$ cat config.mk
export PLATFORM = sky130hd
export DESIGN_NAME = logic_unit_arbiter
export DESIGN_NICKNAME = d
export VERILOG_FILES = /design/src/rtl/logic_unit_arbiter_pkg.sv /design/src/rtl/logic_unit_arbiter_logic_unit.sv /design/src/rtl/logic_unit_arbiter.sv
export SDC_FILE = /design/constraint.sdc
export NUM_CORES = 1
export LEC_CHECK = 0
export ABC_AREA = 1
export ABC_CLOCK_PERIOD_IN_PS = 3200
export CORE_MARGIN = 4
export CORE_UTILIZATION = 50
export DETAILED_ROUTE_END_ITERATION = 8
export PLACE_DENSITY = 0.88
export SYNTH_ARGS = -nofsm -noshare
export SYNTH_HDL_FRONTEND = slang
export SYNTH_HIERARCHICAL = 1
export SYNTH_SLANG_ARGS = --single-unit
$ cat constraint.sdc
create_clock -name clk -period 3.2 [get_ports clk]
set_input_delay 0.64 -clock clk [delete_from_list [all_inputs] [get_ports clk]]
set_output_delay 0.64 -clock clk [all_outputs]
set_load 0.01 [all_outputs]
$ cat src/rtl/logic_unit_arbiter_pkg.sv
// logic_unit_arbiter_pkg: opcodes and FSM state encodings shared by the arbiter and its logic unit
package logic_unit_arbiter_pkg;
  localparam logic [1:0] OP_AND = 2'b00;
  localparam logic [1:0] OP_OR  = 2'b01;
  localparam logic [1:0] OP_XOR = 2'b10;
  localparam logic [1:0] OP_NOR = 2'b11;
  typedef enum logic [1:0] {
    ST_IDLE = 2'd0,
    ST_EXEC = 2'd1,
    ST_RESP = 2'd2
  } state_t;
endpackage

$ cat src/rtl/logic_unit_arbiter_logic_unit.sv
// logic_unit: combinational W-bit AND/OR/XOR/NOR selected by a 2-bit opcode
module logic_unit
  import logic_unit_arbiter_pkg::*;
#(
  parameter int W = 32
) (
  input  logic [1:0]   op_i,
  input  logic [W-1:0] a_i,
  input  logic [W-1:0] b_i,
  output logic [W-1:0] res_o
);
  always_comb
    res_o = op_i == OP_AND ? a_i & b_i :
            op_i == OP_OR  ? a_i | b_i :
            op_i == OP_XOR ? a_i ^ b_i : ~(a_i | b_i);
endmodule

$ cat src/rtl/logic_unit_arbiter.sv
// logic_unit_arbiter: round-robin sharing of one bitwise logic unit among N requesters
module logic_unit_arbiter
  import logic_unit_arbiter_pkg::*;
#(
  parameter int N    = 4,
  parameter int W    = 32,
  parameter int ID_W = 2
) (
  input  logic              clk,
  input  logic              rst_n,
  input  logic [N-1:0]      req_valid,
  output logic [N-1:0]      req_ready,
  input  logic [2*N-1:0]    req_op,
  input  logic [W*N-1:0]    req_a,
  input  logic [W*N-1:0]    req_b,
  output logic              resp_valid,
  input  logic              resp_ready,
  output logic [W-1:0]      resp_data,
  output logic [ID_W-1:0]   resp_id
);
  state_t          state_q, state_d;
  logic [ID_W-1:0] rr_q, rr_d, id_q, id_d, rid_q, rid_d, gnt;
  logic [1:0]      op_q, op_d;
  logic [W-1:0]    a_q, a_d, b_q, b_d, data_q, data_d, res;
  logic            vld_q, vld_d, found;
  logic [ID_W:0]   idx;
  logic [N-1:0]    rdy;
  logic_unit #(.W(W)) u_lu (.op_i(op_q), .a_i(a_q), .b_i(b_q), .res_o(res));
  // scan from rr_q upward, wrapping N-1 -> 0 explicitly for non-power-of-2 N
  always_comb begin
    found = 1'b0;
    gnt = '0;
    idx = '0;
    for (int k = 0; k < N; k++) begin
      idx = {1'b0, rr_q} + (ID_W+1)'(k);
      idx = idx >= (ID_W+1)'(N) ? idx - (ID_W+1)'(N) : idx;
      if (!found && req_valid[idx[ID_W-1:0]]) begin
        found = 1'b1;
        gnt = idx[ID_W-1:0];
      end
    end
  end
  always_comb begin
    state_d = state_q;
    rr_d = rr_q;
    op_d = op_q;
    a_d = a_q;
    b_d = b_q;
    id_d = id_q;
    data_d = data_q;
    rid_d = rid_q;
    vld_d = vld_q;
    rdy = '0;
    case (state_q)
      ST_IDLE: if (found) begin
        rdy = N'(1) << gnt;
        op_d = req_op[2*gnt +: 2];
        a_d = req_a[W*gnt +: W];
        b_d = req_b[W*gnt +: W];
        id_d = gnt;
        state_d = ST_EXEC;
      end
      ST_EXEC: begin
        data_d = res;
        rid_d = id_q;
        vld_d = 1'b1;
        state_d = ST_RESP;
      end
      ST_RESP: if (resp_ready) begin
        vld_d = 1'b0;
        rr_d = id_q == ID_W'(N-1) ? '0 : id_q + 1'b1;
        state_d = ST_IDLE;
      end
      default: state_d = ST_IDLE;
    endcase
  end
  // keep the accept strobe quiet while reset is held, even though state reads IDLE
  assign req_ready  = rst_n ? rdy : '0;
  assign resp_valid = vld_q;
  assign resp_data  = data_q;
  assign resp_id    = rid_q;
  always_ff @(posedge clk or negedge rst_n) begin
    if (!rst_n) begin
      state_q <= ST_IDLE;
      rr_q <= '0;
      op_q <= '0;
      a_q <= '0;
      b_q <= '0;
      id_q <= '0;
      data_q <= '0;
      rid_q <= '0;
      vld_q <= 1'b0;
    end else begin
      state_q <= state_d;
      rr_q <= rr_d;
      op_q <= op_d;
      a_q <= a_d;
      b_q <= b_d;
      id_q <= id_d;
      data_q <= data_d;
      rid_q <= rid_d;
      vld_q <= vld_d;
    end
  end
endmodule

**After elaboration in Yosys (flattened, before gate mapping)**

Index checks and enable logic that the tools add are counted.

- Register bits: 107
- Bits of input ports: 271
- Output and inout port bits: 39
- Word-level logic and storage cells: 85

- Add/sub/neg operators: 8
- $lt $le $gt $ge: 8
- Equal/unequal tests: 7
- Shifts and indexed selects: 4
- Multiplexer cells: 32
- Bitwise gates (word level): 4
- Reductions and logical operators: 13

Operators with widths:

| operator | number |
|---|---|
| $shiftx 128x8->32 | 2 |
| $mux 32 | 3 |
| $and 32x32->32 | 1 |
| $not 32->32 | 1 |
| $or 32x32->32 | 1 |
| $xor 32x32->32 | 1 |
| $mux 2 | 11 |
| $lt 2x3->1 const B | 4 |
| $mux 4 | 3 |
| $ge 3x3->1 const B | 3 |
| $mux 1 | 9 |
| $bmux 1 s2 | 4 |
| $reduce_and 2->1 | 4 |
| $shiftx 8x4->2 | 1 |
| $sub 2x1->2 const B | 4 |
| $add 2x2->3 const B | 2 |
| $eq 2x2->1 const B | 3 |
| $pmux 2 s3 | 1 |
| $eq 2x1->1 const B | 2 |
| $logic_not 2->1 | 2 |
| $ne 2x2->1 const B | 2 |
| $shl 1x2->4 const A | 1 |
| $add 2x1->3 const B | 1 |
| $ge 2x3->1 const B | 1 |
| other kinds (5) | 9 |

**Longest topological paths before layout**

- Depth in word-level cells: 18
- Mapped depth: 16
- Mapped depth without buffers: 14

**By module**

Netlist, hierarchy kept.

Modules (own cells, without submodules):

| module | instances | cells each | area each (µm²) | sequential area each (µm²) |
|---|---|---|---|---|
| logic_unit_arbiter | 1 | 1172 | 7335.8 | 2677.6 |
| logic_unit | 1 | 441 | 2633.8 | 0.0 |

**Least setup slack after synthesis**

No wires, ideal clock.

- Kind: input to output
- Start point: in req_valid[1]
- End point: out req_ready[0]
- Arrival time: 1933 ps
- Data required time: 2560 ps
- Slack: 627 ps
- Cell stages on the path: 12
- Path buffers: 2
- Cell sequence: inv_1 -> nand2_1 -> nand3_1 -> nand2_2 -> nor2_1 -> nor2_1 -> nand2_1 -> nand2_2 -> buf_4 -> buf_4 -> inv_1 -> nor4_1

- Cells in the longest elaborated chain, start to end: 16
- Elaborated cells on any way between the ends: 26
- Classes of those cells: shift (1); mux (19); reduce/logical (6)

RTL lines:

| element | line | text |
|---|---|---|
| start, declared | logic_unit_arbiter.sv:11 | `input logic [N-1:0] req_valid,` |
| $bmux 1 s2 | logic_unit_arbiter.sv:37 | `if (!found && req_valid[idx[ID_W-1:0]]) begin` |
| $mux 1 (not written as such) | logic_unit_arbiter.sv:37 |  |
| $mux 1 | logic_unit_arbiter.sv:37 |  |
| $logic_not 1->1 | logic_unit_arbiter.sv:37 |  |
| $logic_and 1x1->1 | logic_unit_arbiter.sv:37 |  |
| $mux 1 | logic_unit_arbiter.sv:37 |  |
| $logic_not 1->1 | logic_unit_arbiter.sv:37 |  |
| $logic_and 1x1->1 | logic_unit_arbiter.sv:37 |  |
| $mux 1 | logic_unit_arbiter.sv:37 |  |
| $logic_not 1->1 | logic_unit_arbiter.sv:37 |  |
| $logic_and 1x1->1 | logic_unit_arbiter.sv:37 |  |
| $mux 2 | logic_unit_arbiter.sv:37 |  |
| $shl 1x2->4 | logic_unit_arbiter.sv:56 | `rdy = N'(1) << gnt;` |
| $mux 4 * | logic_unit_arbiter.sv:55 | `ST_IDLE: if (found) begin` |
| $mux 4 * | logic_unit_arbiter.sv:54 | `case (state_q)` |
| $mux 4 * | logic_unit_arbiter.sv:78 | `assign req_ready = rst_n ? rdy : '0;` |
| end, declared | logic_unit_arbiter.sv:12 | `output logic [N-1:0] req_ready,` |

Every way passes the cells marked *; elsewhere a longest branch is shown, timed or not. The select of a mux whose other input is x is not followed.

**Final worst setup path**

- Start point: in req_valid[0]
- End point: out req_ready[0]

The elaborated chain is that of the path after synthesis.

==> impl_results.md <==
* First-pass GRT wire length at about 49000 um
* Crit path max fanout at 3
* Total clock sinks at around 110
* Global routing's busiest layer: met2
* Met3 usage at between 4 and 5%
* Vias per cell at 4.94
* Via Count at roughly 11000
* Total Nets Final at around 2200
* GR Layer Usage met2 at between 40% and 50%
* Final slew viol count at 0
* Comb power frac at between 70% and 80%
* Sequential power share at 19.9%
* Fmax at roughly 0.33 GHz
* Final instance area at about 13000 um^2
* TritonCTS Buffers at 9
* Total track usage at 27.3%
* Placed instance area at 13100 um^2
* Total I/O pin count at 310
* Core Footprint at just under 20000 um^2
* Pre-CTS WS at -0.198 ns
* Post-synth ARST share at 100%
* # DRC at 0
* Vias in the first global route at around 10000
* Fin cells at 2136
* Cell count after synthesis at roughly 1600
* Drt wl/cell at 14.3 um
* #FFs+latches synth at 107
* Min Hold Slack at around 0.36 ns
* Max_cap viols at 0
* Post-synth EDFFs at 0
* WS Path Type: in -> out
* Sequential cell area fraction in the yosys report at roughly 27%
* Root Driver: clkbuf_16
* Setup ws final at around 0.17 ns
* Post-CTS Setup Repair Bufs at 0
* Setup Skew at approximately 0.012 ns
* Cell internal pwr at between 6 and 7 mW
* DP Cell Count at 2120
* Input/output buffers at around 300
* Synth Cell Area at between 9000 and 10000 um^2
* Final WL at between 30000 and 40000 um
* Sw frac at around 55%
* Pre-Repair DR Iteration Count at 6
* Crit path DAT at roughly 2.4 ns
* Data required, critical path at 2.56 ns
* Cell Chain, Critical Path: clkdlybuf4s50_1 -> inv_1 -> nand2_1 -> nand3_1 -> nand2_2 -> nor2_1 -> nor2_1 -> nand2_2 -> nand2_4 -> inv_1 -> nor4_2 -> dlygate4sd2_1
* RSZ-0062 raised after global routing: yes
* Full die area at approximately 22000 um^2
* Initial antenna violation count at 2
* Pwr Density at around 1000 nW/um^2
* Worst Tran Pin Value at between 0.8 and 0.9 ns
* DIE WIDTH at ~150 um
* Worst vdd ir at around 0.76 mV
* Fin crit share at around 95%
* CTS Buffer Depth at 2
* Final setup viols at 0
* Grt total ovfl at 0
* FP Rows at 51
* CTS tree: yes
* Hpwl dp at approximately 23000 um
* Hold crit path type: in -> async
* Detail Route Antenna Nets at 0
* P_sw at around 7.3 mW
* Run status: finished, final reports clean
* Post-Syn Area per Cell at a little over 6 um^2
* Syn Nets at ~2000
* Setup TNS at 0 ns
* Worst slew margin at a little over two fifths
* Leakage at approximately 7.6 nW
* Total power at roughly 13 mW
* Largest net degree at the start of global routing at ~110
* Clock power frac at 8.3%
* CP max stage cell: clkdlybuf4s50_1
* Skew-Pair Late Insertion Delay at between 0.3 and 0.4 ns
* Initial DRC count at 670
* Antenna diode count at 0
* CP startpoint kind: input port
* Min Tclk post-route at slightly above 3 ns
* GPL Wtd Cong at 0.880
* Critical Path Max Stage Delay at a little under 0.5 ns
* Maximum level of the CTS H-tree at 3
* Met1 Use GR at around a third
* CTS clk-pin slew, worst paths at 0.08 ns
* Synth unique cells at 24
* Syn-to-layout area delta at 34.3%
* Final Util at 68.6%
* DIE HEIGHT at ~150 um
* Yosys warns at 6
* Top_reg_cell synth: dfrtp_1
* Critical Path End Type: output pin
* Starting Density at just over 50%
* Share of layout cells above drive strength 1 at roughly 4.1%
* Hold Buf Count CTS at 0
* Final Hold Viols at 0
worst max-delay path: cells and delay by family:
kind,cells,cell delay (ns)
simple gates,8,0.81
buf+inv,4,0.94
layout by cell type (no fill, tap or decap):
cell type and count:
buf_12 1, nand3b_1 2, or2_2 10, or2_1 24
nor3_1 1, nand2_4 1, clkdlybuf4s50_1 304, o21ai_1 1
a21oi_1 2, dlygate4sd2_1 1, or2_0 26, nor2_1 5
nor2_4 2, nand2_2 8, clkbuf_2 3, inv_8 2
inv_1 344, buf_4 20, nor4_2 1, ha_1 97
nand2_1 540, dfrtp_1 107, inv_6 3, clkinv_4 2
o21ai_0 38, nand3_1 301, o31ai_1 1, clkbuf_16 9
nor2_2 3, nand3_2 2, inv_2 8, nor3_2 2
synthesized netlist by cell type, types with 6 or more instances:
master | count | area (um^2)
buf_2 | 43 | 215
buf_4 | 14 | 105
buf_6 | 6 | 67.6
clkbuf_1 | 24 | 90.1
dfrtp_1 | 107 | 2680
ha_1 | 97 | 1210
inv_1 | 344 | 1290
inv_2 | 8 | 30.0
nand2_1 | 542 | 2030
nand2_2 | 7 | 43.8
nand3_1 | 301 | 1510
nor2_1 | 9 | 33.8
o21ai_0 | 39 | 195
or2_0 | 26 | 163
or2_1 | 24 | 150
or2_2 | 10 | 62.6
per-layer routing:
layer  vias up  share of wire (%)
li1       5322                  -
met3        86                6.5
met4         4                4.6
met5         -              0.082
met1      4758                 40
met2       373                 49
state kept, by name (all words and copies together), names as in the netlist:
name	cells
resp_id	2
resp_data	32
rr_q	2
op_q	2
id_q	2
resp_valid	1
b_q	32
a_q	32
state_q	2
what timing repair did:
action / 4_1_cts / 5_1_grt
pin swaps: 0 / 0
gates resized for setup: 5 / 9
setup endpoints to repair: 4 / 4
power by group through the flow:
stage / Clock [mW] / Sequential [mW] / Combinational, mW
floorplan: 0 / 2.53 / 7.08
detailed placement: 0 / 2.68 / 9.48
finish: 1.11 / 2.66 / 9.59
global route: 1.18 / 2.76 / 11.0
CTS: 1.12 / 2.66 / 9.54
global placement: 0 / 2.66 / 9.16
area by class of cell:
type,instances,area [um^2]
fillers,1728,6140
multi-input cells,1067,5530
repair buffers,329,3240
flip-flops and latches,107,2680
inverters,352,1320
well taps,265,332
clock buffers,9,225
clock inverters,7,66.3
path summary, 6_finish.rpt:
| check | start | endpoint | slack (ns) | cells past startpoint |
|---|---|---|---|---|
| hold / removal | rst_n | state_q[1]$_DFFE_PN0P_ | 0.36 | 2 |
| setup reg to reg | rr_q[0]$_DFFE_PN0P_ | b_q[20]$_DFFE_PN0P_ | 0.57 | 13 |
| max in group asynchronous | rst_n | a_q[2]$_DFFE_PN0P_ | 1.58 | 3 |
| hold reg to reg | resp_data[19]$_DFFE_PN0P_ | resp_data[19]$_DFFE_PN0P_ | 0.47 | 2 |
| min in group clk | resp_data[19]$_DFFE_PN0P_ | resp_data[19]$_DFFE_PN0P_ | 0.47 | 2 |
| setup / recovery | req_valid[0] | req_ready[0] | 0.17 | 12 |
cell families after synthesis:
kind of cell	after synthesis	share of synthesized area, %
AOI/OAI and AO/OA	42	2.13
adders and majority gates	97	12.2
and+or+nand+nor	928	40.8
DFF	107	26.9
buffers and inverters	439	18.0
No activity file was read; power rests on OpenSTA's default activity.
